`config.mk`:
```
export PLATFORM = sky130hd
export DESIGN_NAME = lcd_write_scheduler
export DESIGN_NICKNAME = d
export VERILOG_FILES = /design/src/rtl/lcd_write_scheduler.sv
export SDC_FILE = /design/constraint.sdc
export NUM_CORES = 1
export LEC_CHECK = 0
export BUFFER_PORTS_ARGS = -buffer_cell sky130_fd_sc_hd__buf_2
export CORE_ASPECT_RATIO = 1.5
export CORE_MARGIN = 2
export CORE_UTILIZATION = 48
export CTS_CLUSTER_SIZE = 28
export DETAILED_ROUTE_END_ITERATION = 6
export PLACE_DENSITY = 0.72
export SYNTH_ARGS = -nofsm -noshare
export SYNTH_HDL_FRONTEND = slang
export SYNTH_SLANG_ARGS = --single-unit
export TNS_END_PERCENT = 5
```
`constraint.sdc`:
```
create_clock -name clk -period 6 [get_ports clk]
set_clock_uncertainty 0.05 [all_clocks]
set_input_delay 1.2 -clock clk [delete_from_list [all_inputs] [get_ports clk]]
set_output_delay 1.2 -clock clk [all_outputs]
set_load 0.05 [all_outputs]
```
`src/rtl/lcd_write_scheduler.sv`:
```
// Character-to-LCD write scheduler: turns accepted ASCII requests into data, address
// and clear transfers, tracking a 16x2 cursor and holding the bus for each LCD busy time.
module lcd_write_scheduler #(
    parameter int CMD_WAIT = 1112,
    parameter int CLR_WAIT = 45600
) (
    input  logic       clk,
    input  logic       rst,
    input  logic       init_done,
    input  logic       char_valid,
    input  logic [7:0] char_data,
    output logic       char_ready,
    output logic       enable,
    input  logic       en_done,
    output logic       rs,
    output logic [7:0] db_out,
    output logic [3:0] cursor_col,
    output logic       cursor_line,
    output logic       busy,
    output logic [3:0] state_dbg
);

    typedef enum logic [3:0] {
        IDLE, READY,
        WR_ISSUE, WR_WAIT, WR_HOLD,
        AD_ISSUE, AD_WAIT, AD_HOLD,
        CL_ISSUE, CL_WAIT, CL_HOLD
    } state_t;

    localparam int MAX_WAIT = (CLR_WAIT > CMD_WAIT) ? CLR_WAIT : CMD_WAIT;
    localparam int CNT_W    = (MAX_WAIT > 1) ? $clog2(MAX_WAIT) : 1;
    localparam logic [CNT_W-1:0] CMD_LAST = CNT_W'(CMD_WAIT - 1);
    localparam logic [CNT_W-1:0] CLR_LAST = CNT_W'(CLR_WAIT - 1);
    localparam logic [CNT_W-1:0] CNT_ONE  = CNT_W'(1);

    state_t           state_q, state_d;
    logic             enable_q, enable_d;
    logic             rs_q, rs_d;
    logic [7:0]       db_q, db_d;
    logic [3:0]       col_q, col_d;
    logic             line_q, line_d;
    logic [CNT_W-1:0] cnt_q, cnt_d;

    always_comb begin
        state_d = state_q;
        rs_d    = rs_q;
        db_d    = db_q;
        col_d   = col_q;
        line_d  = line_q;
        cnt_d   = '0;
        case (state_q)
            IDLE: if (init_done) state_d = READY;
            READY: begin
                if (char_valid) begin
                    if (char_data >= 8'h20 && char_data <= 8'h7E) begin
                        state_d = WR_ISSUE;
                        rs_d    = 1'b1;
                        db_d    = char_data;
                    end else if (char_data == 8'h0C) begin
                        state_d = CL_ISSUE;
                        rs_d    = 1'b0;
                        db_d    = 8'h01;
                    end else if (char_data == 8'h0D) begin
                        state_d = AD_ISSUE;
                        col_d   = 4'd0;
                        line_d  = ~line_q;
                        rs_d    = 1'b0;
                        db_d    = {1'b1, ~line_q, 6'b0};
                    end
                end
            end
            WR_ISSUE: state_d = WR_WAIT;
            AD_ISSUE: state_d = AD_WAIT;
            CL_ISSUE: state_d = CL_WAIT;
            WR_WAIT:  if (en_done) state_d = WR_HOLD;
            AD_WAIT:  if (en_done) state_d = AD_HOLD;
            CL_WAIT:  if (en_done) state_d = CL_HOLD;
            WR_HOLD: begin
                if (cnt_q == CMD_LAST) begin
                    if (col_q != 4'd15) begin
                        col_d   = col_q + 4'd1;
                        state_d = READY;
                    end else begin
                        // End of line: wrap to the other line and reposition the LCD address.
                        col_d   = 4'd0;
                        line_d  = ~line_q;
                        state_d = AD_ISSUE;
                        rs_d    = 1'b0;
                        db_d    = {1'b1, ~line_q, 6'b0};
                    end
                end else begin
                    cnt_d = cnt_q + CNT_ONE;
                end
            end
            AD_HOLD: begin
                if (cnt_q == CMD_LAST) state_d = READY;
                else cnt_d = cnt_q + CNT_ONE;
            end
            CL_HOLD: begin
                if (cnt_q == CLR_LAST) begin
                    state_d = READY;
                    col_d   = 4'd0;
                    line_d  = 1'b0;
                end else begin
                    cnt_d = cnt_q + CNT_ONE;
                end
            end
            default: state_d = IDLE;
        endcase
        enable_d = (state_d == WR_ISSUE) || (state_d == AD_ISSUE) || (state_d == CL_ISSUE);
    end

    always_ff @(posedge clk) begin
        if (!rst) begin
            state_q  <= IDLE;
            enable_q <= 1'b0;
            rs_q     <= 1'b0;
            db_q     <= 8'h00;
            col_q    <= 4'd0;
            line_q   <= 1'b0;
            cnt_q    <= '0;
        end else begin
            state_q  <= state_d;
            enable_q <= enable_d;
            rs_q     <= rs_d;
            db_q     <= db_d;
            col_q    <= col_d;
            line_q   <= line_d;
            cnt_q    <= cnt_d;
        end
    end

    assign char_ready  = (state_q == READY);
    assign busy        = (state_q != READY);
    assign enable      = enable_q;
    assign rs          = rs_q;
    assign db_out      = db_q;
    assign cursor_col  = col_q;
    assign cursor_line = line_q;
    assign state_dbg   = state_q;

endmodule

```
==> results.sh, run 1 <==
export IMPL_port_buffers=33
export IMPL_slew_headroom_pct=24.6
export IMPL_via_count=1686
export IMPL_io_pins=34
export IMPL_worstHoldStart="db_out[7]"
export IMPL_first_global_vias=1504
export IMPL_avgSynthCellArea_um2=8.17
export IMPL_r2r_start="state_dbg[1]"
export IMPL_yosysSeqAreaShare_pct=38.5
export IMPL_diodes=0
export IMPL_clk_path_buf_depth=2
export IMPL_ys_types=49
export IMPL_syn2layout_area_growth_pct=15.5
export IMPL_crit_required_ns=6.17
export IMPL_drv_slew=0
export IMPL_worstSetupPathType="input pin to flip-flop"
export IMPL_drtPass1Iterations=4
export IMPL_synth_top_area_share_pct=38.5
export IMPL_yosys_top_cells_area="dfxtp_1 (38%), nor2_1 (6.0%), xnor2_1 (3.8%)"
export IMPL_layout_commonest_cell="dfxtp_1"
export IMPL_wl_per_cell_um=13.4
export IMPL_async_reset_ff_share_pct=0
export IMPL_cts_sinks=35
export IMPL_wirelength_um=4010
export IMPL_initial_core_util_pct=49.9
export IMPL_finalNonFillerCells=298
export IMPL_synth_edf_count=0
export IMPL_syn_area_mm2=0.00182
export IMPL_finalSetupTns_ns=0
export IMPL_post_place_ws_ns=2.80
export IMPL_row_count=27
export IMPL_worstSetupStartpoint="char_data[1]"
export IMPL_setup_viol=0
export IMPL_ys_warn_count=0
export IMPL_hold_viol=0
export IMPL_outcome="finished, final reports clean"
export IMPL_clk_pin_slew_ns=0.07
export IMPL_globalRoute_totalOverflow=0
export IMPL_grt_pass1_wl_um=6530
export IMPL_routabilityCongestion=0.796
export IMPL_grt_use_total_pct=20.4
export IMPL_hp_class="flip-flop to flip-flop"
export IMPL_worst_setup_path_end_kind="flip-flop"
export IMPL_htree_levels=2
export IMPL_drive_above_1_share_pct=19.6
export IMPL_drtIter0Drc=43
export IMPL_period_share_pct=48.8
export IMPL_dpl_cell_count=290
export IMPL_place_hpwl_um=2930
export IMPL_worstMarginPinSlew_ns=1.12
export IMPL_ant_nets=0
export IMPL_synthFlopType="dfxtp_1"
export IMPL_num_nets_final=269
export IMPL_synth_cells=223
export IMPL_synth_seq_cells=35
export IMPL_viasPerCell=5.66
export IMPL_cts_root_buffer="clkbuf_8"
export IMPL_rsz0062_at_grt="false"
export IMPL_dieHeight_um=79.5
export IMPL_die_x_um=54.3
export IMPL_max_freq_ghz=0.341
export IMPL_postCtsSetupRepairBufs=0
export IMPL_maxCapViolations=0
export IMPL_numCtsBuffers=5
export IMPL_ir_drop_v=0.000211
export IMPL_p_leak_uw=0.000798
export IMPL_worst_ep_arrival_time_ns=3.09
export IMPL_crit_fanout=8
export IMPL_dieArea_mm2=0.00431
export IMPL_cts_tree="yes"
export IMPL_ctsResizeCount=0
export IMPL_holdBufCountCts=0
export IMPL_synth_nets=238
export IMPL_clkLatencyLatePin_ns=0.28
export IMPL_synth_top_cell_by_area="dfxtp_1"
export IMPL_antenna_found_initial=0
export IMPL_start_kind="input pin"
export IMPL_cellPowerDensity_mw_per_mm2=232
export IMPL_grt_start_max_net_pins=24
export IMPL_worst_slack_ns=3.07
export IMPL_mostFrequentLayoutCells="dfxtp_1 (35), buf_2 (33), nor2_1 (29)"
export IMPL_period_needed_ns=2.93
export IMPL_core_area_mm2=0.00365
export IMPL_drc=0
## where the power goes
part / switching [µW] / total (µW) / internal, µW / leakage, µW
clock network: 83.4 / 188 / 104 / 0.0000505
logic: 41.5 / 60.0 / 18.5 / 0.000466
registers: 5.30 / 241 / 236 / 0.000283
total: 130 / 489 / 359 / 0.000798
## metrics by stage
step                power [µW]  area, µm²  utilization [%]  hold slack, ns
global placement           307       2000             54.8           0.379
floorplan                  291       1820                -           0.363
detailed placement         306       2000             54.8           0.385
global route               510       2100             57.7           0.422
finish                     489       2100             57.7           0.392
CTS                        497       2100             57.7           0.396
## worst max-delay path, stage by stage
cell      delay (ns)
buf_2           0.11
or3_1           0.39
nor2_1          0.18
a311oi_1        0.11
or3_1           0.45
or4_1           0.50
a21boi_1        0.15
## logic make-up after synthesis
| kind of cell | count (synthesis) | synth area share (%) |
|---|---|---|
| and+or+nand+nor | 109 | 33.4 |
| buffers and inverters | 20 | 4.46 |
| DFF | 35 | 38.5 |
| AOI/OAI and AO/OA | 42 | 15.0 |
| xor gates and xnor gates | 15 | 7.21 |
| adders and majority gates | 2 | 1.37 |
## metal layers
| layer | share of wire, % | vias to the layer above | wire [µm] | track usage, % |
|---|---|---|---|---|
| met5 | 0 | - | 0 | 0 |
| met4 | 2.5 | 0 | 102 | 11.5 |
| met3 | 4.0 | 10 | 161 | 3.37 |
| met2 | 53 | 41 | 2110 | 33.6 |
| met1 | 41 | 776 | 1630 | 23.9 |
| li1 | - | 859 | - | - |
## cell usage after synthesis, drive strengths merged (5+ instances only)
cell	count
dfxtp	35
a21oi	7
nand2	18
inv	11
xor2	7
clkbuf	5
xnor2	8
and3	6
nand4	5
nor2	30
o21ai	14
nand3	13
## flip-flops by register name, indices dropped and copies added, names as in the netlist
| name | flops |
|---|---|
| state_dbg | 4 |
| enable | 1 |
| cnt_q | 16 |
| db_out | 8 |
| cursor_line | 1 |
| rs | 1 |
| cursor_col | 4 |
## final timing paths
| check | to | slack [ns] | cells after the start |
|---|---|---|---|
| worst max-delay path | cursor_line | 3.07 | 7 |
| worst min-delay path | db_out[7] | 0.39 | 2 |
| worst max register to register | cursor_line | 3.48 | 5 |
| worst min register to register | db_out[7] | 0.39 | 2 |
## layout make-up
cell class	count	area (µm²)
fillers	354	1540
multi-input cells	168	1040
flip-flops and latches	35	701
repair buffers	33	165
clock buffers	7	96.3
well taps	43	53.8
inverters	11	41.3
clock inverters	1	7.51
Note: power is estimated with default switching activity, not from simulation.
==> inputs of run 2 (changes only) <==
--- a/config.mk
+++ b/config.mk
@@ -5,13 +5,14 @@
 export SDC_FILE = /design/constraint.sdc
 export NUM_CORES = 1
 export LEC_CHECK = 0
+export ABC_AREA = 1
 export BUFFER_PORTS_ARGS = -buffer_cell sky130_fd_sc_hd__buf_2
 export CORE_ASPECT_RATIO = 1.5
 export CORE_MARGIN = 2
 export CORE_UTILIZATION = 48
 export CTS_CLUSTER_SIZE = 28
 export DETAILED_ROUTE_END_ITERATION = 6
-export PLACE_DENSITY = 0.72
+export PLACE_DENSITY = 0.7
 export SYNTH_ARGS = -nofsm -noshare
 export SYNTH_HDL_FRONTEND = slang
 export SYNTH_SLANG_ARGS = --single-unit
==> constraint.sdc (replaced) <==
create_clock -name clk -period 3 [get_ports clk]
set_clock_uncertainty 0.05 [all_clocks]
set_input_delay 0.6 -clock clk [delete_from_list [all_inputs] [get_ports clk]]
set_output_delay 0.6 -clock clk [all_outputs]
set_load 0.05 [all_outputs]
==> run 2 against run 1 <==
  * Combinational power grew to 4.8 times the previous value
  * Die area up 19%
  * Final cell count grew 37%
  * Worst setup slack worse by 2.2 ns
  * Count of clock-buffer cells in the layout down 2
==> results.sh, run 2 <==
export IMPL_outcome="finished, final reports clean"
export IMPL_ys_types=36
export IMPL_hold_viol=0
export IMPL_dieArea_mm2=0.00513
export IMPL_drive_above_1_share_pct=23.7
export IMPL_drtPass1Iterations=4
export IMPL_worst_setup_path_end_kind="output pin"
export IMPL_multiInputGateArea_mm2=0.00130
export IMPL_final_core_utilization_pct=55.8
export IMPL_globalRoute_totalOverflow=0
export IMPL_drtIter0Drc=80
export IMPL_synth_edf_count=0
export IMPL_worstSetupPathType="flip-flop to output pin"
export IMPL_r2r_start="cnt_q[0]"
export IMPL_cts_tree="yes"
export IMPL_postCtsSetupRepairBufs=0
export IMPL_regToRegSetupSlack_ns=1.10
export IMPL_largest_register_ff_count=16
export IMPL_cts_sinks=35
export IMPL_worstHoldStart="cnt_q[0]"
export IMPL_synth_top_cells_by_count="nand2_1 (57), nor2_1 (54), dfxtp_1 (35), nand3_1 (35), inv_1 (31)"
export IMPL_synth_top_area_share_pct=32.0
export IMPL_wl_per_cell_um=12.5
export IMPL_p_leak_uw=0.00105
export IMPL_worstMarginPinSlew_ns=0.437
export IMPL_synthFlopType="dfxtp_1"
export IMPL_ant_nets=0
export IMPL_setup_viol=0
export IMPL_antenna_found_initial=0
export IMPL_slowest_stage="dfxtp_1"
export IMPL_clk_path_buf_depth=2
export IMPL_viasPerCell=5.25
export IMPL_grt_start_max_net_pins=15
export IMPL_synth_nets=338
export IMPL_worstSetupStartpoint="state_dbg[0]"
export IMPL_row_count=30
export IMPL_reg2reg_to="cnt_q[14]"
export IMPL_finalSetupTns_ns=0
export IMPL_yosysSeqAreaShare_pct=32.0
export IMPL_drv_slew=0
export IMPL_die_x_um=59.2
export IMPL_wirelength_um=5110
export IMPL_ir_drop_v=0.000267
export IMPL_register_area_um2=701
export IMPL_p_comb_share_pct=23.4
export IMPL_diodes=0
export IMPL_cellPowerDensity_mw_per_mm2=491
export IMPL_avgSynthCellArea_um2=6.78
export IMPL_worst_ep_arrival_time_ns=1.51
export IMPL_grt_use_total_pct=22.3
export IMPL_period_needed_ns=2.16
export IMPL_yosysMostFrequentCell="nand2_1"
export IMPL_async_reset_ff_share_pct=0
export IMPL_syn2layout_area_growth_pct=13.8
export IMPL_numCtsBuffers=5
export IMPL_pwr_share_clk_pct=35.5
export IMPL_slew_headroom_pct=70.8
export IMPL_swShare_pct=33.9
export IMPL_first_global_vias=2074
export IMPL_dieHeight_um=86.7
export IMPL_grt_pass1_wl_um=8740
export IMPL_num_fill_cells=458
export IMPL_crit_chain="inv_2 > nor2_4 > nand2_2 > inv_4 > buf_2"
export IMPL_initial_core_util_pct=49.0
export IMPL_crit_fanout=7
export IMPL_synth_seq_cells=35
export IMPL_port_buffers=33
export IMPL_holdBufCountCts=0
export IMPL_seq_power_share_pct=41.1
export IMPL_place_area_mm2=0.00238
export IMPL_mostFrequentLayoutCells="nand2_1 (57), nor2_1 (54), nand3_1 (35), dfxtp_1 (35), buf_2 (33)"
export IMPL_layout_commonest_cell="nand2_1"
export IMPL_drc=0
export IMPL_clkLatencyLatePin_ns=0.29
export IMPL_worstHoldEndpoint="cnt_q[0]"
export IMPL_place_hpwl_um=4070
export IMPL_maxCapViolations=0
export IMPL_cts_root_buffer="clkbuf_8"
export IMPL_rsz0062_at_grt="false"
export IMPL_num_nets_final=373
export IMPL_max_freq_ghz=0.462
export IMPL_hold_depth=1
export IMPL_routabilityCongestion=0.825
export IMPL_core_area_mm2=0.00447
export IMPL_syn_area_mm2=0.00219
export IMPL_synth_top_cell_by_area="dfxtp_1"
export IMPL_ys_warn_count=0
export IMPL_p_int_uw=810
export IMPL_ctsResizeCount=0
export IMPL_io_pins=34
export IMPL_stdcell_area_mm2=0.00249
export IMPL_yosys_top_cells_area="dfxtp_1 (32%), nand2_1 (9.8%), nor2_1 (9.3%)"
export IMPL_synth_cells=323
export IMPL_hp_class="flip-flop to flip-flop"
export IMPL_via_count=2138
export IMPL_clk_pin_slew_ns=0.08
export IMPL_crit_required_ns=2.35
export IMPL_htree_levels=2
export IMPL_top_register="cnt_q"
export IMPL_p_sw_uw=415
export IMPL_max_stage_delay_ns=0.47
export IMPL_start_kind="flip-flop"
export IMPL_period_share_pct=72.2
export IMPL_ff2ff_path_depth=9
[run 2: worst max-delay path by stage]
stage                       endpoint
after floorplan            db_out[6]
after global placement     db_out[6]
after detailed placement   db_out[6]
after CTS                 char_ready
after global routing      char_ready
final                     char_ready
[run 2: power by group through the flow]
stage	clock, µW	sequential [µW]	combinational (µW)
floorplan	0	586	152
global placement	0	514	286
detailed placement	0	514	288
CTS	446	503	289
global route	465	506	312
finish	434	503	287
[run 2: area by class of cell]
type | instances | area share (%)
inverters | 37 | 5.72
clock buffers | 5 | 2.76
flip-flops and latches | 35 | 28.1
repair buffers | 34 | 6.93
multi-input cells | 245 | 52.3
well taps | 48 | 2.41
clock inverters | 3 | 1.76
[run 2: logic make-up (layout without fill, tap and decap cells)]
family          after synthesis  in the layout  share of synthesized area [%]
compound gates               33             33                           8.51
buf+inv                      43             79                           8.51
flops                        35             35                           32.0
simple gates                201            201                           46.3
fa+ha+maj                     2              2                           1.14
xor+xnor                      9              9                           3.60
[run 2: worst max-delay path: cells and delay by family, from the launching register on]
family	cells	cell delay, ns
buffers and inverters	3	0.49
DFF	1	0.47
and+or+nand+nor	2	0.25
[run 2: metrics by stage]
step / power, µW / instances / hold slack [ns] / setup WS (ns)
4_1_cts: 1240 / 407 / 0.430 / 0.829
6_report: 1220 / 407 / 0.427 / 0.835
3_3_place_gp: 800 / 399 / 0.401 / 1.03
3_5_place_dp: 802 / 399 / 0.413 / 1.00
2_1_floorplan: 738 / 323 / 0.396 / 0.874
5_1_grt: 1280 / 407 / 0.450 / 0.768
[run 2: per-layer routing]
layer	up-vias	routed length, µm	global-route usage, %
met1	981	1900	21.3
met3	11	163	4.78
li1	1106	-	-
met2	40	2910	43.6
met4	0	137	9.50
met5	-	0	0
